`src/rtl/bcd_conv_arbiter.sv`:
```
// bcd_conv_arbiter: binary-to-BCD converter shared by two requesters.
// A round-robin arbiter accepts one operand at a time. The operand is then
// converted by an iterative double-dabble datapath, one operand bit per clock.
// Optional feature macro: BCD_ZERO_FAST_EN. When it is defined, a zero operand
// completes on the accept edge instead of running the shift sequence.
module bcd_conv_arbiter #(
    parameter int BIN_W  = 8,
    parameter int DIGITS = 3
) (
    input  logic                  clk,
    input  logic                  rst,
    input  logic                  req0,
    input  logic [BIN_W-1:0]      bin0,
    input  logic                  req1,
    input  logic [BIN_W-1:0]      bin1,
    output logic                  gnt0,
    output logic                  gnt1,
    output logic                  busy,
    output logic                  done,
    output logic                  owner,
    output logic [4*DIGITS-1:0]   bcd
);

    localparam int BCD_W = 4 * DIGITS;
    localparam int CNT_W = (BIN_W > 1) ? $clog2(BIN_W) : 1;
    localparam logic [CNT_W-1:0] LAST_BIT = CNT_W'(BIN_W - 1);

    typedef enum logic {
        IDLE  = 1'b0,
        SHIFT = 1'b1
    } state_t;

    state_t             state;
    logic [CNT_W-1:0]   cnt;
    logic               ptr;
    logic               cur;
    logic [BIN_W-1:0]   shreg;
    logic [BCD_W-1:0]   acc;
    logic [BCD_W-1:0]   acc_adj;
    logic [BCD_W-1:0]   acc_shift;
    logic               any_req;
    logic               sel;
    logic [BIN_W-1:0]   sel_bin;

    // Double-dabble correction: every digit above 4 gets +3, wrapping in 4 bits.
    function automatic logic [BCD_W-1:0] add3_digits(input logic [BCD_W-1:0] a);
        logic [BCD_W-1:0] r;
        logic [3:0]       d;
        r = a;
        for (int i = 0; i < DIGITS; i++) begin
            d = a[4*i +: 4];
            if (d > 4'd4) begin
                d = d + 4'd3;
            end
            r[4*i +: 4] = d;
        end
        return r;
    endfunction

    // Arbitration: a lone request wins; on a tie the pointer decides.
    assign any_req   = req0 | req1;
    assign sel       = (req0 && req1) ? ptr : req1;
    assign sel_bin   = sel ? bin1 : bin0;

    // Correct the pre-shift digits, then shift the operand MSB into the units digit.
    assign acc_adj   = add3_digits(acc);
    assign acc_shift = {acc_adj[BCD_W-2:0], shreg[BIN_W-1]};

    assign busy      = (state == SHIFT);

    // Control FSM: accept/grant, bit counting, result capture and the rr pointer.
    always_ff @(posedge clk or posedge rst) begin
        if (rst) begin
            state <= IDLE;
            cnt   <= '0;
            ptr   <= 1'b0;
            cur   <= 1'b0;
            gnt0  <= 1'b0;
            gnt1  <= 1'b0;
            done  <= 1'b0;
            owner <= 1'b0;
            bcd   <= '0;
        end else begin
            gnt0 <= 1'b0;
            gnt1 <= 1'b0;
            done <= 1'b0;
            case (state)
                IDLE: begin
                    if (any_req) begin
                        gnt0 <= ~sel;
                        gnt1 <= sel;
                        ptr  <= ~sel;
                        cur  <= sel;
                        cnt  <= '0;
`ifdef BCD_ZERO_FAST_EN
                        if (sel_bin == '0) begin
                            done  <= 1'b1;
                            bcd   <= '0;
                            owner <= sel;
                        end else begin
                            state <= SHIFT;
                        end
`else
                        state <= SHIFT;
`endif
                    end
                end
                SHIFT: begin
                    cnt <= cnt + CNT_W'(1);
                    if (cnt == LAST_BIT) begin
                        bcd   <= acc_shift;
                        owner <= cur;
                        done  <= 1'b1;
                        state <= IDLE;
                    end
                end
                default: state <= IDLE;
            endcase
        end
    end

    // Datapath registers: loaded on accept, shifted every SHIFT cycle; no reset needed.
    always_ff @(posedge clk) begin
        if (state == IDLE && any_req) begin
            shreg <= sel_bin;
            acc   <= '0;
        end else if (state == SHIFT) begin
            shreg <= {shreg[BIN_W-2:0], 1'b0};
            acc   <= acc_shift;
        end
    end

endmodule

```
`config.mk`:
```
export PLATFORM = sky130hd
export DESIGN_NAME = bcd_conv_arbiter
export DESIGN_NICKNAME = d
export VERILOG_FILES = /design/src/rtl/bcd_conv_arbiter.sv
export SDC_FILE = /design/constraint.sdc
export NUM_CORES = 1
export LEC_CHECK = 0
export CAP_MARGIN = 0
export CORE_ASPECT_RATIO = 1.25
export CORE_MARGIN = 2
export CORE_UTILIZATION = 45
export CTS_CLUSTER_SIZE = 40
export DETAILED_ROUTE_END_ITERATION = 8
export GPL_TIMING_DRIVEN = 0
export PLACE_DENSITY = 0.71
export SYNTH_ARGS = -nofsm -noshare
export SYNTH_HDL_FRONTEND = slang
export SYNTH_SLANG_ARGS = --single-unit
```
`constraint.sdc`:
```
create_clock -name clk -period 4.25 [get_ports clk]
set_clock_uncertainty 0.2 [all_clocks]
set_input_delay 0.85 -clock clk [delete_from_list [all_inputs] [get_ports clk]]
set_output_delay 0.85 -clock clk [all_outputs]
set_load 0.02 [all_outputs]
```
* Word-level counts from Yosys, hierarchy flattened *
Cells that the tools add are included.

word-level totals
  flip-flop bits (word level) = 42
  bits of input ports = 20
  output and inout port bits = 17
  logic and storage cells = 46

cells by class
  $add $sub $neg = 4
  $lt $le $gt $ge = 3
  equality and inequality tests = 2
  multiplexer cells = 18
  bitwise gates (word level) = 3
  reductions and logical operators = 5

operator list
  cell                                                           count
  2-to-1 mux 8 bit                                               3
  greater-than comparator 4 x 3 -> 1 bit, second input constant  3
  2-to-1 mux 1 bit                                               9
  adder 4 x 2 -> 4 bit, second input constant                    2
  2-to-1 mux 4 bit                                               2
  2-to-1 mux 3 bit                                               2
  case mux 3 bit (2 select lines)                                1
  AND reduction 2 bit                                            2
  adder 3 x 1 -> 3 bit, second input constant                    1
  adder 3 x 2 -> 3 bit, second input constant                    1
  == test 3 bit, second input constant                           1
  logical AND 1 bit                                              2
  inequality test 2 bit, second input constant                   1
  inverter 1 bit                                                 2
  case mux 1 bit (2 select lines)                                1
  nonzero test 2 bit                                             1
  bitwise OR 1 bit                                               1

* Longest topological paths before layout *
  depth after elaboration = 5
  mapped depth = 6
  depth with buffers taken out = 5

* Least setup slack after synthesis *
OpenSTA, ideal clock, no wires.

  path kind = input to register
  start = input port req1
  end = register shreg[0], enable pin
  library setup time = 0.298 ns
  arrival time = 1.302 ns
  data required time = 3.752 ns
  slack = 2.450 ns
  cell stages on the path = 2
  buffers on the path = 0
  cell sequence = nor3_1 -> inv_1

on the way
  word-level cells in the longest chain between the ends = 3

ends and longest elaborated chain
  what                                 line  text
  start: declaration                   14    input logic req1,
  bitwise OR 1 bit                     61    assign any_req = req0 | req1;
  logical AND 1 bit                    124   if (state == IDLE && any_req) begin
  nonzero test 2 bit (no source line)  n/a
  end signal: assignment               125   shreg <= sel_bin;
  end signal: assignment               128   shreg <= {shreg[BIN_W-2:0], 1'b0};
  end: declaration                     37    logic [BIN_W-1:0] shreg;

No other way between the ends.
A chain may end at the register's enable or synchronous reset.

* Final worst setup path *
  start = register state, in the netlist busy
  end = output port busy

RTL lines
  what                      line  text
  start: declaration        33    state_t state;
  start signal: assignment  74    state <= IDLE;
  start signal: assignment  104   state <= SHIFT;
  start signal: assignment  114   state <= IDLE;
  end: declaration          18    output logic busy,

No word-level cell between the ends.

==> results.md <==
* Status: finished, final reports clean
* Top cells by area, synth: dfrtp_1 29%, dfxtp_1 12%, edfxtp_1 12%, o21ai_0 5.7%, ha_1 5.2%
* Vias at 1523
* Commonest cells post-synth: 22 x dfrtp_1, 22 x o21ai_0, 17 x nand2_1, 12 x dfxtp_1, 12 x nor2_1
* Die width at roughly 63 microns
* Share of layout cells above drive strength 1 at about 8.9%
* Worst-path cell chain: clkdlybuf4s50_1
* Switching Fraction at 37.88%
* Detailed Routing Iterations Pass 1 at 4
* Slowest-stage cell, CP: clkdlybuf4s50_1
* Clock Power Share at 12.8%
* Yosys top cell area share at 28.57%
* IO Port Bufs at 36
* H-tree Lvls at 2
* Rows at 26
* Register area share after synthesis at 53.51%
* Cell Int Power at 0.001161 W
* FMAX at 415.0 MHz
* RSZ-0062 raised after global routing: false
* Worst endpoint required time at between 3 and 4 ns
* Root buffer cell: clkbuf_8
* Layout area overhead at 26.62%
* Std-Cell Core Area at 4099 sq um
* # clock sinks at 42
* Cell family with most CP delay: buffers and inverters
* Die Ht at 77.16 microns
* CTS tree: yes
* Worst Hold Class: flop to flop
* DR iter-0 viols at 61
* Syn_nets at 220
* Shortest period the worst path allows at 2.410 ns
* Maximum VDD drop at roughly 0.0003 V
* Vias in the first global route at about 1500
* Hold WS at ~0.28 ns
* Nets at 263
* Netlist cell types at 34
* Hold-fix buffers at CTS at 0
* LEAKAGE at 1.045 nW
* EDFF count, synth at 8
* DR DRC count at 0
* Largest net degree at the start of global routing at 23
* Clock tree buffer depth at 2
* Switching power at 0.0007081 W
* Post-CTS resize count at 0
* Area of the mapped netlist at 1927 sq um
* Synth Area per Inst at 10.04 sq um
* Max-slew violation count at 0
* Max transition margin at 41.83%
* Antenna Cells at 0
* Logic pwr share at 48.1%
* Reg-to-reg startpoint: cnt[0]
* TritonCTS Buffers at 5
* TNS Setup at 0 ns
* Crit-path max FO at 5
* Synthesis Warnings at 0
* Largest area contributor in the netlist: dfrtp_1
* Crit path buffers/inverters at 1
* WL per Instance at roughly 13 microns
* Cells after Synth at 192
* Initial core utilization at 47.01%
* Filler cells at 399
* Sequential group share of total power at 39.0%
* Crit path arrival time at around 1.4 ns
* Power Density at 766.1 nW/um^2
* Ports at 37
* Max incr delay on CP at 0.64 ns
* GRT overflow at 0
* First-pass GRT wire length at between 6000 and 7000 microns
* Worst Hold Launch: shreg[7]
* Vias per cell at 5.216
* Routability congestion estimate at between 0.8 and 0.9
* Clock transition at path regs at approximately 0.08 ns
* Max cap viols at 0
* Slew @ Worst Pin at 0.8715 ns
* Period utilization at a little under three fifths
* Final setup viols at 0
* Clock Latency Late Sink at about 0.29 ns
* Tot GR Track Use at 17.24%
* Die Footprint at 4824 sq um
* Final Hold Viols at 0
* Crit path launch: busy
* Asr flop ratio synth at between 50% and 60%
* HPWL after detailed placement at 2803 microns
* Post-synth top flop: dfrtp_1
* Initial antenna violation count at 0
* Post-CTS setup buffer count at 0
* Post-route antenna net violation count at 0
* Crit. End Element: primary output
* Total Routed Length at approximately 3800 microns
* Synth Register Bits at 42
* Crit start category: flop
* Worst setup path class: flop to primary output
power by group through the flow:
stage | logic, W | clock network (W) | registers [W]
finish | 0.000900 | 0.000240 | 0.000729
global route | 0.000996 | 0.000268 | 0.000760
CTS | 0.000905 | 0.000249 | 0.000731
detailed placement | 0.000902 | 0 | 0.000740
global placement | 0.000887 | 0 | 0.000734
floorplan | 0.000552 | 0 | 0.000794
flip-flops by register name, indices dropped and copies added, names as in the netlist:
name / flops
gnt1: 1
owner: 1
done: 1
acc: 12
cnt: 3
busy: 1
gnt0: 1
bcd: 12
ptr: 1
cur: 1
shreg: 8
per-stage QoR:
stage	util, %	setup slack, ns	instances	area, sq um	power [W]
finish	59.52	1.840	292	2440	0.001869
global route	59.52	1.785	292	2440	0.002024
CTS	59.52	1.826	292	2440	0.001885
detailed placement	57.51	1.702	284	2357	0.001641
global placement	57.51	1.742	284	2357	0.001621
floorplan	-	2.450	192	1927	0.001347
metal layers:
| layer | wire [microns] | global-route usage, % | vias up |
|---|---|---|---|
| li1 | - | - | 771 |
| met2 | 1940 | 30.86 | 44 |
| met4 | 34 | 7.111 | 0 |
| met1 | 1628 | 18.82 | 706 |
| met3 | 185 | 5.132 | 2 |
| met5 | 0 | 0 | - |
path summary, 6_finish.rpt:
path	end	slack, ns	cells after the start
min in group asynchronous	bcd[9]	0.84	2
setup reg to reg	bcd[1]	2.43	6
hold / removal	acc[0]	0.28	2
max in group asynchronous	cnt[1]	2.46	2
hold reg to reg	acc[0]	0.28	2
setup / recovery	busy	1.84	1
layout make-up:
class / count / area (sq um) / share of cell area, %
multi-input cells: 130 / 812.0 / 33.28
well taps: 56 / 70.07 / 2.872
flip-flops and latches: 42 / 1031 / 42.26
inverters: 12 / 45.04 / 1.846
clock buffers: 6 / 72.57 / 2.974
plain buffers: 8 / 38.79 / 1.590
repair buffers: 36 / 360.3 / 14.77
clock inverters: 2 / 10.01 / 0.4103
layout by cell type, fill, tap and decap left out, types with 6 or more instances in the layout:
cell             synthesis  routed
clkdlybuf4s50_1          0      36
inv_1                   11      11
nand2_1                 17      17
dfxtp_1                 12      12
a31oi_1                  7       7
o31ai_1                  6       6
edfxtp_1                 8       8
o21ai_0                 22      22
a21oi_1                 11      11
dfrtp_1                 22      22
nor2_1                  12      12
nor2b_1                  8       8
buf_2                    7       7
ha_1                     8       8
logic make-up after synthesis:
family          Yosys count  synth area share, %
flops                    42                53.51
mux                       4                2.208
compound gates           67                21.88
simple gates             51                12.86
fa+ha+maj                 8                5.195
buf+inv                  20                4.350
Note: power is estimated with default switching activity, not from simulation.
